**src/rtl/buzzer_light_seq.sv**
```systemverilog
// Front-panel buzzer and stage-light sequencer: key clicks, a programmable
// end-of-program beep train with pending-finish queuing, and blinking stage LEDs.
module buzzer_light_seq #(
  parameter int unsigned N_STAGES    = 3,
  parameter int unsigned N_KEYS      = 5,
  parameter int unsigned TICK_DIV    = 25_000_000,
  parameter int unsigned KEY_TICKS   = 1,
  parameter int unsigned DONE_BEEPS  = 3,
  parameter int unsigned ON_TICKS    = 2,
  parameter int unsigned OFF_TICKS   = 2,
  parameter int unsigned BLINK_TICKS = 2,
  localparam int unsigned SW         = $clog2(N_STAGES)
) (
  input  logic                clk,
  input  logic                reset,
  input  logic                power_on,
  input  logic [N_KEYS-1:0]   key_in,
  input  logic                finish,
  input  logic [1:0]          run_state,
  input  logic [N_STAGES-1:0] stage_mask,
  input  logic [SW-1:0]       cur_stage,
  output logic                buzzer,
  output logic [N_STAGES-1:0] stage_light,
  output logic                start_light,
  output logic                done_flag,
  output logic                busy
);

  localparam logic [31:0] CLICK_LEN = 32'(KEY_TICKS * TICK_DIV);
  localparam logic [31:0] ON_LEN    = 32'(ON_TICKS * TICK_DIV);
  localparam logic [31:0] OFF_LEN   = 32'(OFF_TICKS * TICK_DIV);
  localparam logic [31:0] BLINK_LEN = 32'(BLINK_TICKS * TICK_DIV);
  localparam logic [3:0]  N_BEEPS   = 4'(DONE_BEEPS);

  typedef enum logic [2:0] {S_IDLE, S_CLICK, S_D_ON, S_D_OFF, S_HOLD} state_t;

  state_t              state;
  logic [31:0]         cnt;
  logic [31:0]         blink_cnt;
  logic [3:0]          beeps;
  logic [N_KEYS-1:0]   key_q;
  logic                pend;
  logic                blink;
  logic                rise;
  logic [N_STAGES-1:0] light_n;

  assign rise = |(key_in & ~key_q);

  // NOTE: every variable written in always_comb gets a default first, so no latch is inferred.
  always_comb begin
    light_n = '0;
    if (finish) begin
      light_n = '1;
    end else begin
      case (run_state)
        2'b01: begin
          if (int'(cur_stage) < int'(N_STAGES)) begin
            for (int i = 0; i < int'(N_STAGES); i++) begin
              if (i < int'(cur_stage))       light_n[i] = 1'b0;
              else if (i == int'(cur_stage)) light_n[i] = blink;
              else                           light_n[i] = stage_mask[i];
            end
          end
        end
        2'b10: begin
          for (int i = 0; i < int'(N_STAGES); i++)
            light_n[i] = stage_mask[i] & (i >= int'(cur_stage));
        end
        default: light_n = stage_mask;
      endcase
    end
  end

  // Blink runs independently of the FSM so the active-stage LED keeps a steady rhythm.
  always_ff @(posedge clk or posedge reset) begin
    if (reset) begin
      blink_cnt <= '0;
      blink     <= 1'b0;
    end else if (!power_on) begin
      blink_cnt <= '0;
      blink     <= 1'b0;
    end else if (blink_cnt == BLINK_LEN - 1) begin
      blink_cnt <= '0;
      blink     <= ~blink;
    end else begin
      blink_cnt <= blink_cnt + 1;
    end
  end

  // NOTE: all state and registered outputs use non-blocking assignments so every
  // branch sees pre-edge values regardless of statement order.
  always_ff @(posedge clk or posedge reset) begin
    if (reset) begin
      state       <= S_IDLE;
      cnt         <= '0;
      beeps       <= '0;
      key_q       <= '0;
      pend        <= 1'b0;
      buzzer      <= 1'b0;
      stage_light <= '0;
      start_light <= 1'b0;
      done_flag   <= 1'b0;
      busy        <= 1'b0;
    end else if (!power_on) begin
      state       <= S_IDLE;
      cnt         <= '0;
      beeps       <= '0;
      key_q       <= '0;
      pend        <= 1'b0;
      buzzer      <= 1'b0;
      stage_light <= '0;
      start_light <= 1'b0;
      done_flag   <= 1'b0;
      busy        <= 1'b0;
    end else begin
      key_q       <= key_in;
      stage_light <= light_n;
      start_light <= (run_state == 2'b01) & ~done_flag;
      cnt         <= cnt + 1;
      if (!finish) pend <= 1'b0;

      case (state)
        S_IDLE: begin
          // A queued finish from a click, or a fresh one, starts the train ahead of keys.
          if (finish && (pend || !done_flag)) begin
            state  <= S_D_ON;
            cnt    <= '0;
            beeps  <= 4'd1;
            pend   <= 1'b0;
            buzzer <= 1'b1;
            busy   <= 1'b1;
          end else if (rise) begin
            state  <= S_CLICK;
            cnt    <= '0;
            buzzer <= 1'b1;
            busy   <= 1'b1;
          end
        end
        S_CLICK: begin
          if (finish) pend <= 1'b1;
          if (cnt == CLICK_LEN - 1) begin
            state  <= S_IDLE;
            cnt    <= '0;
            buzzer <= 1'b0;
            busy   <= 1'b0;
          end
        end
        S_D_ON, S_D_OFF: begin
          if (!finish) begin
            state  <= S_IDLE;
            cnt    <= '0;
            beeps  <= '0;
            buzzer <= 1'b0;
            busy   <= 1'b0;
          end else if (state == S_D_ON) begin
            if (cnt == ON_LEN - 1) begin
              state  <= S_D_OFF;
              cnt    <= '0;
              buzzer <= 1'b0;
            end
          end else if (cnt == OFF_LEN - 1) begin
            cnt <= '0;
            if (beeps < N_BEEPS) begin
              state  <= S_D_ON;
              beeps  <= beeps + 1;
              buzzer <= 1'b1;
            end else begin
              state     <= S_HOLD;
              done_flag <= 1'b1;
              busy      <= 1'b0;
            end
          end
        end
        S_HOLD: begin
          if (!finish) begin
            state     <= S_IDLE;
            cnt       <= '0;
            done_flag <= 1'b0;
          end
        end
        default: begin
          state  <= S_IDLE;
          cnt    <= '0;
          buzzer <= 1'b0;
          busy   <= 1'b0;
        end
      endcase
    end
  end

endmodule

```
**config.mk**
```make
export PLATFORM = sky130hd
export DESIGN_NAME = buzzer_light_seq
export DESIGN_NICKNAME = d
export VERILOG_FILES = /design/src/rtl/buzzer_light_seq.sv
export SDC_FILE = /design/constraint.sdc
export NUM_CORES = 1
export LEC_CHECK = 0
export CORE_MARGIN = 2
export CORE_UTILIZATION = 45
export DETAILED_ROUTE_END_ITERATION = 10
export PLACE_DENSITY = 0.65
export SYNTH_ARGS = -nofsm -noshare
export SYNTH_HDL_FRONTEND = slang
export SYNTH_SLANG_ARGS = --single-unit
export TNS_END_PERCENT = 5
```
**constraint.sdc**
```tcl
create_clock -name clk -period 2.7 [get_ports clk]
set_input_delay 0.54 -clock clk [delete_from_list [all_inputs] [get_ports clk]]
set_output_delay 0.54 -clock clk [all_outputs]
set_load 0.02 [all_outputs]
```
Word-level counts from Yosys, hierarchy flattened
Index checks and enable logic that the tools add are counted.
{ "word_totals": {"reg_bits": 85, "in_bits": 16, "out_inout_bits": 7} }
{ "op_classes": {"addsub": 3, "order_cmp": 8, "n_eq_ne": 28, "muxes": 70, "n_bitwise": 8, "reduce_logical": 12} }
{ "ops": {"columns": ["operator", "count"], "rows": [
  ["$mux 32", 9],
  ["$pmux 32 s4", 1],
  ["$add 32x1->32 const B", 2],
  ["$eq 32x26->1 const B", 2],
  ["$mux 3", 13],
  ["$mux 1", 33],
  ["$eq 32x25->1 const B", 1],
  ["$mux 4", 6],
  ["$ne 3x3->1 const B", 7],
  ["$ne 4x4->1 const B", 5],
  ["$pmux 3 s4", 1],
  ["$reduce_and 6->1", 2],
  ["$reduce_and 5->1", 2],
  ["$pmux 1 s4", 2],
  ["$pmux 4 s2", 1],
  ["$eq 3x2->1 const B", 2],
  ["$ne 3x1->1 const B", 2],
  ["$pmux 3 s2", 1],
  ["$and 5x5->5", 1],
  ["$mux 5", 1],
  ["$ne 5x5->1 const B", 1],
  ["$not 5->5", 1],
  ["$reduce_or 5->1", 1],
  ["$add 4x1->4 const B", 1],
  ["other kinds (23)", 31]
]} }

Depth between registers and ports, before layout
{ "depth": {"ltp_word": 7, "mapped_depth": 9, "mapped_depth_nobuf": 7} }

Least setup slack after synthesis
No wires, ideal clock.
{ "synth_path": {"kind": "flip-flop to flip-flop", "from": "reg cnt[11]", "to": "reg state[0]", "arrival_ps": 2377, "path_slack_ps": 198, "path_stages_with_launch": 9, "path_cell_list": "dfrtp_1 > buf_6 > or4b_1 > or4_4 > o311ai_1 > a21o_2 > and2_4 > buf_6 > mux2_4"} }
{ "synth_between": {"elab_chain_len": 3} }
{ "synth_lines": {"columns": ["element", "line", "source"], "rows": [
  ["start: declaration", "38", "logic [31:0] cnt;"],
  ["start signal: assignment", "119", "cnt <= cnt + 1;"],
  ["$eq 32x26->1 / $eq 32x25->1 (equally long branches)", "156, 161, 141", null],
  ["$ne 4x4->1 (no source line) / $ne 3x3->1 (equally long branches)", null, null],
  ["$reduce_and 4->1 (no source line) *", null, null],
  ["end signal: assignment", "157", "state <= S_D_OFF;"],
  ["end signal: assignment", "164", "state <= S_D_ON;"],
  ["end signal: assignment", "168", "state <= S_HOLD;"],
  ["end: declaration", "37", "state_t state;"]
]} }
Every way passes the cells marked *; elsewhere a longest branch is shown, timed or not.
A chain may end at the register's enable or synchronous reset.

Final worst setup path
{ "layout_path": {"from": "reg cnt[18]", "to": "reg state[0]"} }
The elaborated chain is that of the path after synthesis.

==> results.txt <==
The root buffer cell chosen for the clock tree is sky130_fd_sc_hd__clkbuf_8. The ratio of routed vias to standard cells is between 5 and 6. Once the clock tree was built, the resizer swapped 0 gates to a different size.

In the final routed layout, each cell accounts on average for approximately 13 microns. The chip height is 102 microns. The mean instance size in the synthesized netlist came out at 9.42 sq um. The CTS tree is built. The final layout net count is between 500 and 600. The number of buffers added on ports came out at 22. The most used flip-flop cell after synthesis is sky130_fd_sc_hd__dfrtp_1. The post-route standard cell area excluding fillers came out at slightly below 5000 sq um. Yosys printed 0 warnings. The total of flip-flops plus latches after synthesis is 85. The share of the Yosys chip area taken by registers is 0.490. The mapped cell area came out at 4340 sq um.

The buffer levels on the longest clock path is 2. The number of maximum-capacitance violations came out at 0. The timing-limited maximum frequency came out at between 300 and 400 MHz. Clock-pin slew was measured on the worst setup and hold paths at roughly 0.08 ns. Across all register-to-register paths, the minimum setup slack is between 0.15 and 0.2 ns.

The first detailed-routing pass ran for 5 iterations. The number of global-route vias before repair came out at 3192. The number of setup buffers added after CTS is 0. For this block, the via count after detailed routing is around 3300. The DRC marker count from the first detailed-route iteration is between 90 and 100. The site row count is 35. The analysis attributes to cell leakage a power of 2.11 nW. The sort of element at the start of the critical path is a flop. The minimum period implied by the final worst setup slack is around 2.5 ns. The max-slew violation total from the final report came out at 0. Clock tree synthesis found a total of 85 sinks. By instance count, the leading cell after synthesis is sky130_fd_sc_hd__dfrtp_1.

The first-pass GRT wire length is about 15 mm. The count of unique library cells instantiated by Yosys is 47. The relative slew slack came out at 0.653.

For the worst-skew pair, the clock arrives at the later sink with an insertion delay of between 0.3 and 0.4 ns. The antenna diode count came out at 0. The period utilization came out at 0.930. The total I/O pin count is 23. Summed over all failing endpoints, the final setup total negative slack is 0 ns. Traced cell by cell, the critical path runs through or4b_1 -> or4_4 -> o311ai_1 -> a21o_2 -> and2_4 -> mux2_4.

TritonCTS created 9 clock buffers. The largest total area in the synthesized netlist belongs to sky130_fd_sc_hd__dfrtp_1. For this design the ratio of total power to cell area is ~520 nW/um^2. The maximum vdd ir drop is 0.000244 V. The data arrival time of the critical path came out at between 2 and 3 ns.

The core region is between 9000 and 10000 sq um. The number of setup violations in the final report is 0. The all-layer global routing usage is 0.175. The flow ran to the end, and the final reports show no timing, DRC or antenna violations. The class of the tightest hold or removal check is reg2reg. The die footprint is 10500 sq um. Global routing finished with a remaining overflow of 0.

The top cell type's share of synthesized area is 0.490. The instance area after placement is between 4000 and 5000 sq um. The number of hold-slack violations in the final timing report is 0. The initial cell density of the core is 0.468. After synthesis, the most frequently instantiated cells are sky130_fd_sc_hd__dfrtp_1, sky130_fd_sc_hd__nor2_1, sky130_fd_sc_hd__xor2_1, sky130_fd_sc_hd__nand2_1, sky130_fd_sc_hd__nand3_1. The post-synthesis cell count came out at about 460. On the critical path, the stage with the largest delay is an instance of sky130_fd_sc_hd__or4b_1. The number of H-tree levels came out at 3.

The layout-stage area growth over the synthesis result came out at 14.0%. The required arrival time at the worst endpoint came out at around 3 ns. The top fanout value on the critical path came out at 5.

Counting every net in the synthesized netlist gives 482. The die outline width came out at approximately 100 microns. Entering global routing, the biggest net connects 86 pins. The HPWL after detailed placement is 5.60 mm. The critical path is of the reg2reg type. Of the cells placed in the final design, the portion with a size suffix greater than 1 is 0.0772. The routability congestion estimate from global placement came out at between 0.8 and 0.9. The slew at the pin with the worst max-slew slack is approximately 0.5 ns. The residual DRC count is 0.

The remaining antenna violation count after routing came out at 0. Of all flip-flops after synthesis, the portion carrying an async set or reset was 1.00. Across the routed clock network, the largest skew measured is slightly below 0.01 ns. STA classifies the critical path endpoint as a flop. Setup repair after global routing left no endpoint under its margin. In the post-synthesis netlist, the biggest area contributors are sky130_fd_sc_hd__dfrtp_1, sky130_fd_sc_hd__xor2_1, sky130_fd_sc_hd__nor2_1, sky130_fd_sc_hd__nand2_1, sky130_fd_sc_hd__nand3_1.

The count of flip-flops with a built-in enable after synthesis came out at 0. The sum of routed wire length over all layers came out at ~8.3 mm. The number of antenna violations at the first check in global routing came to 0. For this run, the slowest stage of the critical path takes roughly 0.52 ns. After clock tree synthesis, the flow added hold-fix buffers numbering 0.
sequential cells by signal, indices dropped and copies added (netlist names), 3 cells and up:
register,count
key_q,5
beeps,4
cnt,32
state,3
stage_light,3
blink_cnt,32
cells in the final DEF, fill, tap and decap left out, drive strengths merged, types with 11 or more instances in the layout:
cell type,n
and2,11
buf,11
clkbuf,12
clkdlybuf4s50,22
dfrtp,85
inv,12
nand2,43
nand3,28
nand4,19
nor2,83
o21ai,12
xnor2,15
xor2,44
stage by stage:
stage	cells	power, mW	utilization	hold WS, ns	worst slack [ns]
5_1_grt	621	2.73	0.533	0.519	0.0416
3_3_place_gp	606	1.71	0.512	0.454	0.192
3_5_place_dp	606	1.72	0.512	0.468	0.190
2_1_floorplan	461	1.60	-	0.442	0.198
4_1_cts	621	2.64	0.533	0.485	0.188
6_report	621	2.60	0.533	0.476	0.189
report_power, final:
group,switching (mW),leakage [nW],internal [mW]
registers,0.0409,1.17,1.31
clock network,0.436,0.0947,0.474
logic,0.186,0.850,0.149
total,0.663,2.11,1.93
cell families (layout without fill, tap and decap cells):
logic type / Yosys count / in the layout / synth area share
AO/OA/AOI/OAI: 46 / 46 / 0.0715
XOR/XNOR: 59 / 59 / 0.119
adder cells (fa/ha/maj): 5 / 5 / 0.0144
buffers and inverters: 30 / 61 / 0.0346
flip-flops: 85 / 85 / 0.490
multiplexers: 2 / 2 / 0.00605
AND/OR/NAND/NOR: 234 / 234 / 0.265
worst paths after layout:
path | startpoint | cells past startpoint | end
worst max-delay path | cnt[18] | 6 | state[0]
max in group asynchronous | reset | 3 | cnt[19]
min in group asynchronous | reset | 3 | blink_cnt[2]
worst max register to register | cnt[18] | 6 | state[0]
worst min register to register | beeps[1] | 2 | beeps[1]
worst min-delay path | beeps[1] | 2 | beeps[1]
layout make-up:
| cell class | instances | area, sq um |
|---|---|---|
| flip-flops and latches | 85 | 2130 |
| clock inverters | 3 | 45.0 |
| repair buffers | 33 | 340 |
| inverters | 13 | 52.6 |
| multi-input cells | 346 | 2070 |
| well taps | 129 | 161 |
| fillers | 875 | 4330 |
| clock buffers | 12 | 155 |
critical path: cells and delay by family (launching register included):
kind            cells  cell delay, ns
compound gates      2            0.49
flops               1            0.42
mux                 1            0.29
simple gates        3            1.19
routing by layer:
| layer | part of all wire | global-route usage |
|---|---|---|
| met5 | 0 | 0 |
| met1 | 0.51 | 0.248 |
| met2 | 0.44 | 0.271 |
| met4 | 0.015 | 0.0687 |
| met3 | 0.027 | 0.0274 |
Note: power is estimated with default switching activity, not from simulation.
